## config.mk

```make
export PLATFORM = sky130hd
export DESIGN_NAME = vga_plot_writer
export DESIGN_NICKNAME = d
export VERILOG_FILES = /design/src/rtl/vga_plot_writer.sv
export SDC_FILE = /design/constraint.sdc
export NUM_CORES = 1
export LEC_CHECK = 0
export CORE_MARGIN = 3
export CORE_UTILIZATION = 48
export DETAILED_ROUTE_END_ITERATION = 12
export PLACE_DENSITY = 0.91
export SLEW_MARGIN = 30
export SYNTH_ARGS = -nofsm -noshare
export SYNTH_HDL_FRONTEND = slang
export SYNTH_SLANG_ARGS = --single-unit
export TNS_END_PERCENT = 50
```

## constraint.sdc

```tcl
create_clock -name clk -period 3.35 [get_ports clk]
set_clock_uncertainty 0.15 [all_clocks]
set_input_delay 0.5025 -clock clk [delete_from_list [all_inputs] [get_ports clk]]
set_output_delay 0.5025 -clock clk [all_outputs]
set_load 0.05 [all_outputs]
```

## src/rtl/vga_plot_writer.sv

```systemverilog
// Frame-buffer writer: clears the screen, then plots incoming points as pixel writes.
// Optional macro PLOT_ERASE_EN adds per-column history so each new point first erases the old one.
module vga_plot_writer #(
  parameter int          WIDTH       = 160,
  parameter int          HEIGHT      = 120,
  parameter logic [11:0] CLEAR_COLOR = 12'h000
) (
  input  logic        clk,
  input  logic        reset,
  input  logic        start,
  input  logic [7:0]  in_x,
  input  logic [7:0]  in_y,
  input  logic [11:0] in_color,
  input  logic        in_valid,
  output logic        in_ready,
  output logic [14:0] fb_addr,
  output logic [11:0] fb_data,
  output logic        fb_wren,
  output logic        busy,
  output logic        clear_done,
  output logic [7:0]  drop_count
);

  localparam logic [14:0] LAST_ADDR = 15'(WIDTH * HEIGHT - 1);
  localparam logic [14:0] WIDTH_15  = 15'(WIDTH);
  localparam logic [8:0]  WIDTH_9   = 9'(WIDTH);
  localparam logic [8:0]  HEIGHT_9  = 9'(HEIGHT);

  typedef enum logic [1:0] {
    IDLE,
    CLEAR,
    PLOT
`ifdef PLOT_ERASE_EN
    , ERASE
`endif
  } state_t;

  state_t state;

  // Row-major pixel address; the 160-wide screen uses shift-and-add instead of a multiplier.
  function automatic logic [14:0] pixel_addr(input logic [7:0] y, input logic [7:0] x);
    logic [14:0] yw;
    logic [14:0] xw;
    yw = {7'b0, y};
    xw = {7'b0, x};
    if (WIDTH == 160) return (yw << 7) + (yw << 5) + xw;
    else              return yw * WIDTH_15 + xw;
  endfunction

  logic point_ok;
  assign point_ok = ({1'b0, in_x} < WIDTH_9) && ({1'b0, in_y} < HEIGHT_9);

  assign in_ready = (state == PLOT) && !start;
  assign busy     = (state == CLEAR);

`ifdef PLOT_ERASE_EN
  logic [7:0]       hist_y [WIDTH];
  logic [WIDTH-1:0] hist_v;
  logic [14:0]      pend_addr;
  logic [11:0]      pend_color;
`endif

  always_ff @(posedge clk) begin
    if (reset) begin
      state      <= IDLE;
      fb_wren    <= 1'b0;
      fb_addr    <= '0;
      fb_data    <= '0;
      clear_done <= 1'b0;
      drop_count <= '0;
`ifdef PLOT_ERASE_EN
      hist_v     <= '0;
      pend_addr  <= '0;
      pend_color <= '0;
`endif
    end else begin
      fb_wren    <= 1'b0;
      clear_done <= 1'b0;
      // start wins everywhere: any pending plot or erase write is dropped
      if (start) begin
        state   <= CLEAR;
        fb_wren <= 1'b1;
        fb_addr <= '0;
        fb_data <= CLEAR_COLOR;
`ifdef PLOT_ERASE_EN
        hist_v  <= '0;
`endif
      end else begin
        case (state)
          CLEAR: begin
            if (fb_addr == LAST_ADDR) begin
              state      <= PLOT;
              clear_done <= 1'b1;
            end else begin
              fb_wren <= 1'b1;
              fb_addr <= fb_addr + 15'd1;
            end
          end
          PLOT: begin
            if (in_valid) begin
              if (point_ok) begin
                fb_wren <= 1'b1;
`ifdef PLOT_ERASE_EN
                hist_y[in_x] <= in_y;
                hist_v[in_x] <= 1'b1;
                if (hist_v[in_x]) begin
                  fb_addr    <= pixel_addr(hist_y[in_x], in_x);
                  fb_data    <= CLEAR_COLOR;
                  pend_addr  <= pixel_addr(in_y, in_x);
                  pend_color <= in_color;
                  state      <= ERASE;
                end else begin
                  fb_addr <= pixel_addr(in_y, in_x);
                  fb_data <= in_color;
                end
`else
                fb_addr <= pixel_addr(in_y, in_x);
                fb_data <= in_color;
`endif
              end else if (drop_count != 8'hFF) begin
                drop_count <= drop_count + 8'd1;
              end
            end
          end
`ifdef PLOT_ERASE_EN
          ERASE: begin
            fb_wren <= 1'b1;
            fb_addr <= pend_addr;
            fb_data <= pend_color;
            state   <= PLOT;
          end
`endif
          default: ;
        endcase
      end
    end
  end

endmodule

```

### After elaboration in Yosys (flattened, before gate mapping)

Index checks and enable logic that the tools add are counted.

* bits in registers: 39
* latch bits: 0
* RAM bits: 0
* memory bits (read-only): 0
* word-level logic and storage cells: 49
* memories kept: 0

* $add $sub $neg: 4
* multipliers: 0
* divide/modulo/power cells: 0
* order comparisons: 2
* equal/unequal tests: 7
* shift operators: 0
* mux-type cells: 13
* bitwise logic cells: 3
* reductions and logical operators: 13

Operators with widths (number)
* $mux W15: 3
* $pmux W15 S2: 1
* $add A15 B1 Y15 const B: 1
* $add A15 B13 Y15: 1
* $add A15 B8 Y15: 1
* $eq A15 B15 Y1 const B: 1
* $add A8 B1 Y8 const B: 1
* $lt A8 B7 Y1 const B: 1
* $lt A8 B8 Y1 const B: 1
* $mux W1: 8
* $ne A8 B8 Y1 const B: 1
* $ne A2 B2 Y1 const B: 3
* $reduce_bool A2 Y1: 3
* $reduce_and A5 Y1: 1
* $reduce_and A2 Y1: 2
* $reduce_and A4 Y1: 1
* $not A1 Y1: 3
* $reduce_and A3 Y1: 1
* $reduce_or A3 Y1: 1
* $eq A2 B1 Y1 const B: 1
* $eq A2 B2 Y1 const B: 1
* $logic_and A1 B1 Y1: 2
* $pmux W1 S2: 1
* $reduce_or A2 Y1: 1
* $logic_not A1 Y1: 1

### Depth between registers and ports, before layout

Gate-level depths: netlist of run 1.

* depth after elaboration: 6
* gate-level depth with buffers: 9
* gate-level depth less buffers: 9

### Worst setup path after synthesis of run 1

OpenSTA, ideal clock, no wires.

* path kind: input port to flip-flop
* start: input port in_x[7]
* end: register fb_addr[12]
* data arrival time: 2.522 ns
* required time: 3.078 ns
* setup slack: 0.557 ns
* cell stages on the path: 9
* path through: inv_1 fa_1 inv_1 fa_1 a211o_1 o211ai_1 a21bo_2 a211oi_1 o311a_1

* word-level cells in the longest chain between the ends: 4

RTL lines
* from (decl): line 11 `input logic [7:0] in_x,`
* $add A15 B8 Y15 or $lt A8 B8 Y1 (tied branches): line 46, 51
* $mux W15 or $logic_and A1 B1 Y1 (tied branches): line 101, 51
* $mux W15 or $ne A2 B2 Y1 (tied branches)
* $pmux W15 S2 or $reduce_and A4 Y1 (tied branches)
* to (signal assigned): line 96 `fb_addr <= fb_addr + 15'd1;`
* to (signal assigned): line 117 `fb_addr <= pixel_addr(in_y, in_x);`
* to (decl): line 16 `output logic [14:0] fb_addr,`

Parallel ways exist; a longest one is shown, timed or not. The select of a mux whose other input is x is not followed.
A chain may end at the register's enable or synchronous reset.

### Worst setup path after layout of run 1

Ends and elaborated chain as after synthesis.

==> results of run 1 <==
[path summary, 6_finish.rpt]
check | start | end | slack [ns] | cells after the start
worst min-delay path | fb_data[6] | fb_data[6] | 0.35 | 2
worst max register to register | state[0] | fb_addr[7] | 0.85 | 9
worst min register to register | fb_data[6] | fb_data[6] | 0.35 | 2
worst max-delay path | in_x[7] | fb_addr[12] | 0.31 | 10
[final cells by class]
cell class              count  area (µm²)
flip-flops and latches     39       780.7
well taps                  67       83.83
repair buffers             77       750.7
clock buffers               5       68.82
clock inverters             3       47.55
fillers                   412        1491
multi-input cells         222        1545
inverters                  13       48.80
[cell usage after synthesis, drive strengths merged (5+ instances only)]
library cell / n
nor2: 36
nand3: 12
ha: 19
a21oi: 20
a31oi: 7
mux2i: 15
inv: 13
a21o: 5
buf: 7
clkbuf: 7
xor2: 8
o21ai: 13
nand2: 23
dfxtp: 39
nand4: 11
a211oi: 5
[registers in the layout (all words and copies together), names as in the netlist]
register,count
fb_addr,15
fb_data,12
clear_done,1
fb_wren,1
drop_count,8
state,2
[kinds of logic after synthesis]
family / count (synthesis)
buffers and inverters: 27
XOR/XNOR: 8
AO/OA/AOI/OAI: 76
AND/OR/NAND/NOR: 102
adder cells (fa/ha/maj): 21
multiplexers: 15
flip-flops: 39
[where the power goes]
part	switching, mW	internal (mW)	total, mW
clock	0.180	0.226	0.406
sequential	0.00265	0.466	0.468
combinational	0.0901	0.0854	0.175
[worst max-delay path, cell delays in order]
cell and delay [ns]:
clkdlybuf4s50_1 0.47, inv_1 0.06, fa_1 0.53, inv_1 0.07, fa_1 0.44, a211o_1 0.30, o211ai_1 0.14, a21bo_2 0.18
a211oi_1 0.06, o311a_1 0.34
[layer usage]
layer	global-route usage	part of all wire	vias to the layer above
met5	0	0	-
met4	0.09964	0.023	0
met3	0.05751	0.076	19
met2	0.3515	0.49	95
met1	0.2696	0.41	1152
li1	-	-	1193
[metrics by stage]
stage	hold WS (ns)	util	power, mW	worst slack [ns]	instance area [µm²]
6_report	0.3501	0.6904	1.050	0.3108	3326
4_1_cts	0.3489	0.6904	1.057	0.2944	3326
3_5_place_dp	0.3363	0.6662	0.6528	-0.03237	3209
5_1_grt	0.3896	0.6904	1.098	0.1574	3326
3_3_place_gp	0.3147	0.6662	0.6491	0.03656	3209
2_1_floorplan	0.3033	-	0.5812	0.5567	2437
==> flow_metrics.tcl, run 1 <==
set metrics [dict create \
    outcome "finished clean" \
    slew_viol_final 0 \
    synth_adder_area_share 0.1140 \
    place_congestion 0.9060 \
    dieArea_mm2 0.005969 \
    postRouteAntennaNets 0 \
    hold_path_class "reg -> reg" \
    clockBufferDepth 2 \
    timing.final.crit_share 0.9072 \
    maxSlewHeadroom 0.5380 \
    clkLatencyLatePin_ns 0.30 \
    synth_nets 341 \
    ys_top_cells_by_area "dfxtp_1, ha_1, mux2i_1, nor2_1, a21oi_1" \
    layout_common_cells "clkdlybuf4s50_1, dfxtp_1, nor2_1" \
    synth-simple-area-share 0.2141 \
    synth_compound_area_frac 0.2156 \
    synth_warnings 0 \
    crit_required_ns 3.39 \
    rsz0062_at_grt "false" \
    synth_area_mm2 0.002437 \
    die_w_um 77.26 \
    antenna_cells 0 \
    final_common_cell "clkdlybuf4s50_1" \
    muxShareOfSynthArea 0.06160 \
    min_period_ns 3.039 \
    synthXorXnorAreaFrac 0.02875 \
    fmax_ghz 0.3290 \
    finalHoldViolCount 0 \
    ys_ff_latch 39 \
    drv_cap 0 \
    antenna_found_initial 0 \
    drc 0 \
    power_density_mw_per_mm2 315.7 \
    p_leak_nw 1.335 \
    numCtsBuffers 5 \
    ir_drop_mv 0.2358 \
    start_util 0.5060 \
    io_buffer_count 70 \
    synth_edf_count 0 \
    cts_hold_buf 0 \
    via_per_inst 5.772 \
    drtPass1Iterations 5 \
    postSynthCellCount 288 \
    post-cts-setup-buffers 0 \
    dp_hpwl_um 4692 \
    track_usage 0.2176 \
    critical_path_class "in -> reg" \
    gr-total-overflow 0 \
    grt_pass1_vias 2294 \
    core.rowCount 25 \
    worst_setup_path_end_kind "flip-flop" \
    clock-sinks 39 \
    wl_um 6345 \
    dp_cells 418 \
    cp.arrival_ns 3.08 \
    synth_top_area_frac 0.3203 \
    synth_area_leader_cell "dfxtp_1" \
    htree_num_levels 2 \
    drive_above_1_share 0.07521 \
    worstPathMaxFanout 3 \
    synth.avg_cell_area_um2 8.463 \
    final_nets 411 \
    synth_top_family_by_area "compound AO/OA/AOI/OAI gates" \
    cts.repair.resized 0 \
    layout.cells.non_filler 426 \
    core_mm2 0.004817 \
    syn_to_final_growth_pct 36.45 \
    start_kind "input pin" \
    grt_max_degree 32 \
    synth_flop_cell "dfxtp_1" \
    drt-wirelength-per-cell_um 14.89 \
    path_clk_slew_ns 0.08 \
    die_h_um 77.26 \
    boundaryPins 71 \
    setup_viol_count_final 0 \
    first_iter_violations 120 \
    cts-root-buf "clkbuf_8" \
    synth.distinct_cells 54 \
    async_flop_share 0 \
    grt_pass1_wl_um 10560 \
    cts_tree "yes" \
    yosysSeqAreaShare 0.3203 \
    num_vias 2459 \
    setup_tns_ns 0 \
    max_slew.worst_pin.slew_ns 0.6930 \
]
(Power assumes the default switching activity.)
==> run 2, diff against run 1 <==
- CORE_UTILIZATION: 48 -> 43
- GPL_TIMING_DRIVEN: not set -> 0
- PLACE_DENSITY: 0.91 -> 0.86
- clock period: 3.35 -> 2.6 ns (I/O delays scaled with it)
==> flow_metrics.tcl, run 2 (synthesized netlist as in run 1, its figures left out) <==
set metrics [dict create \
    outcome "finished clean" \
    layout.cells.non_filler 438 \
    power_switching_uw 352.8 \
    cp.arrival_ns 2.52 \
    crit_required_ns 2.64 \
    design_area_mm2 0.003379 \
    gr-total-overflow 0 \
    start_util 0.4597 \
    fin_ws_ns 0.1154 \
    max_slew.worst_pin.slew_ns 0.7120 \
    grt_pass1_wl_um 10490 \
    grt_max_degree 13 \
    io_buffer_count 70 \
    place_ws_ns -0.6324 \
    dieArea_mm2 0.006607 \
    reg_top3 "fb_addr: 15 flops, fb_data: 12 flops, drop_count: 8 flops" \
    drc 0 \
    fin_hold_ws_ns 0.3452 \
    p_total_mw 1.265 \
    first_iter_violations 143 \
    layout_common_cells "clkdlybuf4s50_1, dfxtp_1, nor2_1" \
    regMostFlops "fb_addr" \
    timing.final.crit_share 0.9556 \
    min_period_ns 2.485 \
    maxSlewHeadroom 0.5254 \
    slowest_stage "fa_1" \
    critPathBufInv 3 \
    cts-root-buf "clkbuf_8" \
    boundaryPins 71 \
    antenna_found_initial 0 \
    rsz0062_at_grt "false" \
    cts_tree "yes" \
    worst_setup_path_end_kind "flip-flop" \
    htree_num_levels 2 \
    setup_viol_count_final 0 \
    power_density_mw_per_mm2 374.2 \
    drive_above_1_share 0.1060 \
    nFillCells 439 \
    switching_share 0.2790 \
    hold_start "state[1]" \
    p_leak_nw 1.360 \
    holdPathEnd "state[1]" \
    clockBufferDepth 2 \
    dp_cells 428 \
    largest_reg_flops 15 \
    pwr-share-clk 0.322 \
    start_kind "input pin" \
    ir_drop_mv 0.2961 \
    track_usage 0.2000 \
    reg2reg_to "fb_addr[1]" \
    cts_hold_buf 0 \
    seq_power_share 0.477 \
    via_per_inst 5.616 \
    fmax_ghz 0.4025 \
    place_area_mm2 0.003228 \
    die_w_um 81.29 \
    finalHoldViolCount 0 \
    final_common_cell "clkdlybuf4s50_1" \
    drtPass1Iterations 4 \
    crit_chain "clkbuf_2, inv_1, fa_1, inv_2, fa_2, a211o_1, o211ai_1, a21bo_2, a211oi_2, o311a_1" \
    core.rowCount 26 \
    clock-sinks 39 \
    hold_path_class "reg -> reg" \
    drv_cap 0 \
    postRouteAntennaNets 0 \
    numCtsBuffers 5 \
    cp_top_family "compound AO/OA/AOI/OAI gates" \
    min_delay_path_depth 2 \
    final_nets 420 \
    dp_hpwl_um 4915 \
    wl_um 6566 \
    cpPeakStageDelay_ns 0.55 \
    place_congestion 0.8816 \
    antenna_cells 0 \
    worstPathMaxFanout 3 \
    regToRegSetupSlack_ns 0.36 \
    syn_to_final_growth_pct 38.65 \
    combPwrFrac 0.201 \
    die_h_um 81.29 \
    num_vias 2460 \
    grt_pass1_vias 2308 \
    core_mm2 0.005303 \
    clkLatencyLatePin_ns 0.29 \
    critical_path_class "in -> reg" \
    r2r-start "state[0]" \
    drt-wirelength-per-cell_um 14.99 \
    path_clk_slew_ns 0.08 \
    p_int_uw 911.8 \
    reg2reg_depth 8 \
    slew_viol_final 0 \
]
## run 2: cell types whose count changed in the layout (fill, tap and decap cells not counted), moves of 4 or more
cell and change:
clkbuf_1 +8, clkdlybuf4s50_1 -6, buf_2 +5, buf_4 -5, ha_1 -4
## run 2: what timing repair did
action	4_1_cts	5_1_grt
endpoints found under the setup margin	6	5
setup buffers	2	0
pin swaps	4	5
gates resized for setup	7	15
## run 2: final cells by class
type / instances / area [µm²] / area share
Sequential cell: 39 / 780.7 / 0.2310
Clock inverter: 2 / 12.51 / 0.003702
Clock buffer: 6 / 72.57 / 0.02147
Timing Repair Buffer: 72 / 706.9 / 0.2092
Multi-Input combinational cell: 222 / 1608 / 0.4757
Tap cell: 70 / 87.58 / 0.02592
Buffer: 14 / 62.56 / 0.01851
Inverter: 13 / 48.80 / 0.01444
## run 2: worst max path at each step
stage,start,slack [ns],cells past startpoint,to
global placement,in_x[7],-0.63,10,fb_addr[12]
CTS,in_x[6],-0.08,9,fb_addr[12]
finish,in_y[0],0.12,10,fb_addr[12]
floorplan,in_x[7],0.04,9,fb_addr[12]
detailed placement,in_x[7],-0.63,10,fb_addr[12]
global route,state[0],0.0006,6,in_ready
## run 2: metrics by stage
step	utilization	TNS, ns
final	0.6373	0
after global routing	0.6373	0
after CTS	0.6281	-0.1691
after detailed placement	0.6088	-3.038
after global placement	0.6088	-2.885
after floorplan	-	0
## run 2: power groups by stage
stage | Clock (mW) | Combinational (mW) | Sequential (mW)
global route | 0.433 | 0.279 | 0.604
detailed placement | 0 | 0.224 | 0.618
finish | 0.407 | 0.254 | 0.604
CTS | 0.414 | 0.231 | 0.604
floorplan | 0 | 0.124 | 0.625
global placement | 0 | 0.219 | 0.617
## run 2: routing by layer
metal	vias up	share of wire	GRT usage
met4	0	0.014	0.05743
met5	-	0	0
li1	1217	-	-
met1	1162	0.44	0.2663
met2	73	0.49	0.3306
met3	8	0.059	0.03437
## run 2: worst reg2reg max path, stage by stage (launching register included)
cell and delay (ns):
dfxtp_1 0.33, inv_1 0.06, ha_1 0.23, nand2_1 0.11
nand4b_4 0.28, a21oi_2 0.43, buf_2 0.31, nor2_1 0.06
a211oi_1 0.20
==> run 3, diff against run 2 <==
- CORE_MARGIN: 3 -> 10
==> flow_metrics.tcl, run 3 (synthesized netlist as in run 1, its figures left out) <==
set metrics [dict create \
    grt_pass1_vias 2386 \
    drtPass1Iterations 4 \
    start_kind "input pin" \
    finalHoldViolCount 0 \
    cp.arrival_ns 2.56 \
    slowest_stage "fa_2" \
    hold_path_class "reg -> reg" \
    outcome "finished clean" \
    antenna_found_initial 0 \
    io_buffer_count 70 \
    boundaryPins 71 \
    via_per_inst 5.532 \
    drv_cap 0 \
    cts_tree "yes" \
    reg_top3 "fb_addr: 15 flops, fb_data: 12 flops, drop_count: 8 flops" \
    setup_tns_ns 0 \
    setup_viol_count_final 0 \
    multi_input_area_mm2 0.001628 \
    final_nets 422 \
    dieArea_mm2 0.009079 \
    nFillCells 467 \
    slew_viol_final 0 \
    numCtsBuffers 5 \
    critical_path_class "in -> reg" \
    dp_cells 430 \
    path_clk_slew_ns 0.08 \
    grt_max_degree 14 \
    layout.cells.non_filler 442 \
    cpPeakStageDelay_ns 0.39 \
    first_iter_violations 219 \
    register_area_um2 780.7 \
    maxSlewHeadroom 0.5348 \
    postRouteAntennaNets 0 \
    fmax_ghz 0.3975 \
    place_congestion 0.8952 \
    grt_pass1_wl_um 11560 \
    min_period_ns 2.516 \
    crit_chain "dlygate4sd2_1, ha_1, ha_4, fa_2, a211o_1, o211ai_1, a21bo_2, a211oi_1, o311a_1" \
    dp_hpwl_um 5479 \
    p_leak_nw 1.389 \
    ir_drop_mv 0.2268 \
    rsz0062_at_grt "false" \
    min_delay_path_depth 2 \
    cp.depth 9 \
    worstPathMaxFanout 3 \
    wl_um 7252 \
    final_common_cell "clkdlybuf4s50_1" \
    clockBufferDepth 2 \
    drt-wirelength-per-cell_um 16.41 \
    clkLatencyLatePin_ns 0.30 \
    power_density_mw_per_mm2 400.0 \
    cp_top_family "compound AO/OA/AOI/OAI gates" \
    antenna_cells 0 \
    start_util 0.4426 \
    drc 0 \
    syn_to_final_growth_pct 41.27 \
    die_w_um 95.29 \
    cts-root-buf "clkbuf_8" \
    largest_reg_flops 15 \
    timing.final.crit_share 0.9676 \
    regToRegSetupSlack_ns 0.26 \
    fin_hold_ws_ns 0.3335 \
    worst_setup_path_end_kind "flip-flop" \
    gr-total-overflow 0 \
    clock-sinks 39 \
    num_vias 2445 \
    die_h_um 95.29 \
    layout_common_cells "clkdlybuf4s50_1, dfxtp_1, nor2_1" \
    core_mm2 0.005507 \
    track_usage 0.1545 \
    htree_num_levels 2 \
    core.rowCount 27 \
    crit_required_ns 2.64 \
    regMostFlops "fb_addr" \
    max_slew.worst_pin.slew_ns 0.6977 \
    drive_above_1_share 0.1243 \
    critPathBufInv 1 \
    reg2reg_depth 8 \
]
==> run 3: worst min-delay path, cell delays in order (launching register included) <==
cell	delay (ns)
dfxtp_1	0.32
inv_1	0.07
a21oi_1	0.06
==> run 3: layer usage <==
metal,GRT usage,vias up,part of all wire
met5,0,-,0
met4,0.04738,0,0.013
li1,-,1220,-
met1,0.1866,1149,0.42
met3,0.03456,10,0.048
met2,0.2659,66,0.51
==> run 3: cell type report <==
class / instances / share of cell area
clock inverter: 3 / 0.01272
sequential: 39 / 0.2267
timing repair buffer: 75 / 0.2104
multi-input combinational: 222 / 0.4727
clock buffer: 5 / 0.01999
tap: 72 / 0.02616
buffer: 13 / 0.01708
inverter: 13 / 0.01417
==> run 3: what timing repair did <==
action / CTS / global route
pin swaps: 7 / 7
gates resized for setup: 10 / 17
setup buffers: 3 / 2
setup endpoints to repair: 6 / 5
hold buffers: 0 / 0
==> run 3: final timing paths <==
kind | endpoint | from
max | fb_addr[12] | in_y[1]
min | state[1] | state[1]
max reg2reg | fb_addr[1] | state[0]
min reg2reg | state[1] | state[1]
==> run 3: through the flow <==
stage	area [µm²]	worst slack [ns]	power [mW]	utilization
after CTS	3376	0.02034	1.355	0.6130
after detailed placement	3231	-0.6124	0.8407	0.5867
after global routing	3443	0.01943	1.427	0.6253
final	3443	0.08414	1.377	0.6253
after floorplan	2440	0.04393	0.7492	-
after global placement	3231	-0.5979	0.8351	0.5867
==> run 3: power breakdown <==
| part | total (mW) | switching [mW] | internal (mW) |
|---|---|---|---|
| clock network | 0.516 | 0.230 | 0.286 |
| registers | 0.604 | 0.00348 | 0.600 |
| logic | 0.258 | 0.127 | 0.131 |
